==> src/rtl/instruction_fetch.sv <==
// instruction_fetch: single-outstanding fetch stage with IF/ID register, stall hold buffer and delay-slot branch redirect
module instruction_fetch #(
  parameter logic [31:0] RESET_PC = 32'h0000_0000
) (
  input  logic        clk,
  input  logic        rst,
  output logic        inst_req,
  output logic [31:0] inst_addr,
  input  logic        inst_ack,
  input  logic [31:0] inst_rdata,
  input  logic        id_stall,
  input  logic        branch_valid,
  input  logic [31:0] branch_addr,
  output logic [31:0] output_addr,
  output logic [31:0] output_inst,
  output logic        output_valid
);
  typedef enum logic {FETCH, HOLD} state_t;
  state_t      state_q;
  logic [31:0] pc_q, pc_d;
  logic [31:0] hold_addr_q, hold_inst_q;
  logic        redir_valid_q;
  logic [31:0] redir_addr_q;
  logic [31:0] out_addr_q, out_inst_q;
  logic        out_valid_q;
  logic        br_take;
  assign br_take = branch_valid && out_valid_q && !id_stall;
  // a taken branch beats a pending redirect; otherwise sequential fetch
  assign pc_d = br_take ? branch_addr : redir_valid_q ? redir_addr_q : pc_q + 32'd4;
  assign inst_req     = (state_q == FETCH) && !rst;
  assign inst_addr    = pc_q;
  assign output_addr  = out_addr_q;
  assign output_inst  = out_inst_q;
  assign output_valid = out_valid_q;
  always_ff @(posedge clk) begin
    if (rst) begin
      state_q       <= FETCH;
      pc_q          <= RESET_PC;
      hold_addr_q   <= '0;
      hold_inst_q   <= '0;
      redir_valid_q <= 1'b0;
      redir_addr_q  <= '0;
      out_addr_q    <= '0;
      out_inst_q    <= '0;
      out_valid_q   <= 1'b0;
    end else if (state_q == FETCH) begin
      if (inst_ack) begin
        pc_q          <= pc_d;
        redir_valid_q <= 1'b0;
        if (!id_stall) begin
          out_addr_q  <= pc_q;
          out_inst_q  <= inst_rdata;
          out_valid_q <= 1'b1;
        end else begin
          hold_addr_q <= pc_q;
          hold_inst_q <= inst_rdata;
          state_q     <= HOLD;
        end
      end else begin
        if (!id_stall) begin
          out_inst_q  <= '0;
          out_valid_q <= 1'b0;
        end
        // delay slot still in flight: remember the target until it returns
        if (br_take) begin
          redir_valid_q <= 1'b1;
          redir_addr_q  <= branch_addr;
        end
      end
    end else if (!id_stall) begin
      out_addr_q  <= hold_addr_q;
      out_inst_q  <= hold_inst_q;
      out_valid_q <= 1'b1;
      state_q     <= FETCH;
      if (br_take) pc_q <= pc_d;
    end
  end
endmodule
==> config.mk <==
export PLATFORM = sky130hd
export DESIGN_NAME = instruction_fetch
export DESIGN_NICKNAME = d
export VERILOG_FILES = /design/src/rtl/instruction_fetch.sv
export SDC_FILE = /design/constraint.sdc
export NUM_CORES = 1
export LEC_CHECK = 0
export ABC_AREA = 1
export CAP_MARGIN = 20
export CORE_MARGIN = 5
export CORE_UTILIZATION = 30
export DETAILED_ROUTE_END_ITERATION = 8
export SLEW_MARGIN = 5
export SYNTH_ARGS = -nofsm -noshare
export SYNTH_HDL_FRONTEND = slang
export SYNTH_SLANG_ARGS = --single-unit
==> constraint.sdc <==
create_clock -name clk -period 2.7 [get_ports clk]
set_input_delay 0.405 -clock clk [delete_from_list [all_inputs] [get_ports clk]]
set_output_delay 0.405 -clock clk [all_outputs]
set_load 0.03 [all_outputs]
==> impl_metrics.yaml <==
cts:
  holdBufCountCts: 0
  ctsResizeCount: 0
  cts_setup_buffers: 0
  clkSlewWorstSetupHoldPaths_ps: 80
  clock_latency_ps: 430
  cts.htree.levels: 4
  cts_buffers: 17
  numClockSinks: 195
  cts_tree: "built"
  clock_path_buffers: 2
  clock-root-buffer: "clkbuf_16"
setup_path:
  crit_arrival_ps: 1810
  crit_slowest_cell: "clkdlybuf4s50_1"
  worstSetupPathType: "register to primary output"
  crit_fanout: 10
  setup.worst_path.end_class: "primary output"
  cp_top_family: "buffers and inverters"
  worst-path-buf-inv: 1
  critPathMaxStageDelay_ps: 770
  startpoint_type: "register"
  worstPathRequired_ps: 2300
  cp_cell_sequence: "clkdlybuf4s50_1"
layout:
  final.fill_count: 3014
  regArea_mm2: 0.00391
  final_area_mm2: 0.0113
  drive_gt1_frac: 0.0693
  fin_nets: 1370
  diodes: 0
  multi_input_area_mm2: 0.00417
  area_delta_synth_final_pct: 29.7
  final_cells: 1697
routing:
  ant_nets: 0
  vias: 8344
  totalWireLength_um: 27900
  routedWlPerCell_um: 16.4
  drt_first_pass_iters: 5
  drc: 0
  drtIter0Drc: 527
  viasPerCell: 4.92
power:
  vdd_drop_max_mv: 0.375
  p_leak_nw: 4.11
  power_density_mw_per_mm2: 600
global_routing:
  grt_overflow: 0
  grt_pass1_wl_um: 44400
  grt_pass1_vias: 7985
  antenna_found_initial: 0
  grt_max_degree: 69
  grt_usage: 0.166
placed_design:
  numPortBuffers: 166
  gp_congestion: 0.850
  placed_area_mm2: 0.0106
  dp_hpwl_um: 18900
  dp_cells: 1664
  dp_worst_setup_slack_ps: 376
floorplanning:
  ios: 167
  placement_rows: 62
  dieArea_mm2: 0.0325
  die_h_um: 180
  fp.dieW_um: 180
  core_mm2: 0.0287
  start_util: 0.303
yosys:
  synth_fa_ha_area_frac: 0.00144
  synth_compound_area_frac: 0.217
  yosysWarnings: 0
  synth_mux_area_frac: 0.0368
  ys_seq_area_frac: 0.449
  synth_cell_type_count: 37
  synth_area_leader_cell: "dfxtp_1"
  synth_top_area_share: 0.449
  netlist_area_mm2: 0.00870
  post_synth_main_area_contributors: "dfxtp_1 45%, o21ai_0 9.8%, nand2_1 8.6%"
  synthCells: 1179
  synth_top_family_by_area: "compound AO/OA/AOI/OAI gates"
  ys_ff_latch: 195
  synth_xor_area_frac: 0.00906
  avgSynthCellArea_um2: 7.38
  synth_nets: 1249
  synthSimpleGateAreaFrac: 0.214
sta:
  hold_viol_final: 0
  fmax_mhz: 451
  drv_slew: 0
  holdWs_ps: 457
  skew_ps: 14.0
  fin_crit_sh: 0.821
  fin_ws_ps: 482
  finalSetupTns_ps: 0
  maxSlewHeadroom: 0.420
  rsz0062_at_grt: "no"
  finalCriticalPeriod_ps: 2220
  setup_violations: 0
  worst_slew_pin_slew_ps: 869
run:
  maxCapViolCount: 0
outcome:
  run_status: "finished clean"
worst_hold_path:
  hold_path.class: "register to register"
## cell usage after synthesis
| cell type | number |
|---|---|
| a211oi_1 | 9 |
| a211oi_2 | 5 |
| a21oi_1 | 121 |
| a21oi_4 | 1 |
| a31oi_1 | 33 |
| buf_1 | 3 |
| buf_2 | 31 |
| buf_4 | 3 |
| buf_6 | 1 |
| clkbuf_1 | 45 |
| clkbuf_2 | 1 |
| clkinv_1 | 2 |
| dfxtp_1 | 195 |
| ha_1 | 1 |
| inv_1 | 59 |
| inv_2 | 6 |
| inv_4 | 1 |
| mux2i_1 | 32 |
| nand2_1 | 200 |
| nand2_2 | 4 |
| nand2_4 | 1 |
| nand3_1 | 69 |
| nand3_4 | 1 |
| nand3b_1 | 3 |
| nor2_1 | 140 |
| nor2_2 | 7 |
| nor2_4 | 5 |
| nor2_8 | 1 |
| nor3_1 | 4 |
| nor3_2 | 1 |
| nor3_4 | 1 |
| o211ai_1 | 2 |
| o21ai_0 | 171 |
| o21ai_1 | 10 |
| o21ai_2 | 1 |
| xnor2_1 | 2 |
| xor2_1 | 7 |
## sequential cells by signal, indices dropped and copies added, names as in the netlist
name           count
hold_addr_q       32
hold_inst_q       32
inst_addr         32
output_addr       32
output_inst       32
output_valid       1
redir_addr_q      32
redir_valid_q      1
state_q            1
## per-stage QoR
stage | util | power, mW
final | 0.393 | 6.77
after global routing | 0.393 | 7.05
after CTS | 0.392 | 6.83
after detailed placement | 0.371 | 4.23
after global placement | 0.371 | 4.22
after floorplan | - | 3.77
## cell families after synthesis
family / Yosys count
AOI/OAI and AO/OA: 353
buffers and inverters: 152
and+or+nand+nor: 437
DFF: 195
xor gates and xnor gates: 9
adders and majority gates: 1
muxes: 32
## final cells by class
type	count	area share
Timing Repair Buffer	186	0.164
Clock buffer	17	0.0377
Sequential cell	195	0.346
Tap cell	384	0.0426
Multi-Input combinational cell	832	0.370
Inverter	68	0.0231
Clock inverter	15	0.0163
## routing by layer
metal  global-route usage  part of all wire  vias to the layer above
li1                     -                 -                     4190
met1                0.225              0.46                     3870
met2                0.273              0.47                      250
met3               0.0371             0.054                       34
met4               0.0354             0.014                        0
met5                    0                 0                        -
## cell usage in the layout (no fill, tap or decap), types with 17 or more instances in the layout
cell type and count:
mux2i_1 32, nor2_1 139, inv_1 58, nand3_1 69, a31oi_1 33, clkdlybuf4s50_1 165, nand2_1 200, dfxtp_1 194
o21ai_0 171, buf_4 18, a21oi_1 121, clkbuf_16 17
## worst paths after layout
kind                            slack, ps        startpoint  cells past startpoint               end
worst min register to register        460  redir_addr_q[29]                      2  redir_addr_q[29]
worst max-delay path                  480     inst_addr[12]                      1     inst_addr[12]
worst min-delay path                  460  redir_addr_q[29]                      2  redir_addr_q[29]
worst max register to register        820      inst_addr[4]                      8     inst_addr[15]
## power breakdown
group          internal [mW]  total [mW]  switching (mW)
Sequential              3.03        3.18           0.151
Combinational          0.400       0.981           0.581
Clock                   1.27        2.60            1.33
Power figures use the tool's default switching activity.
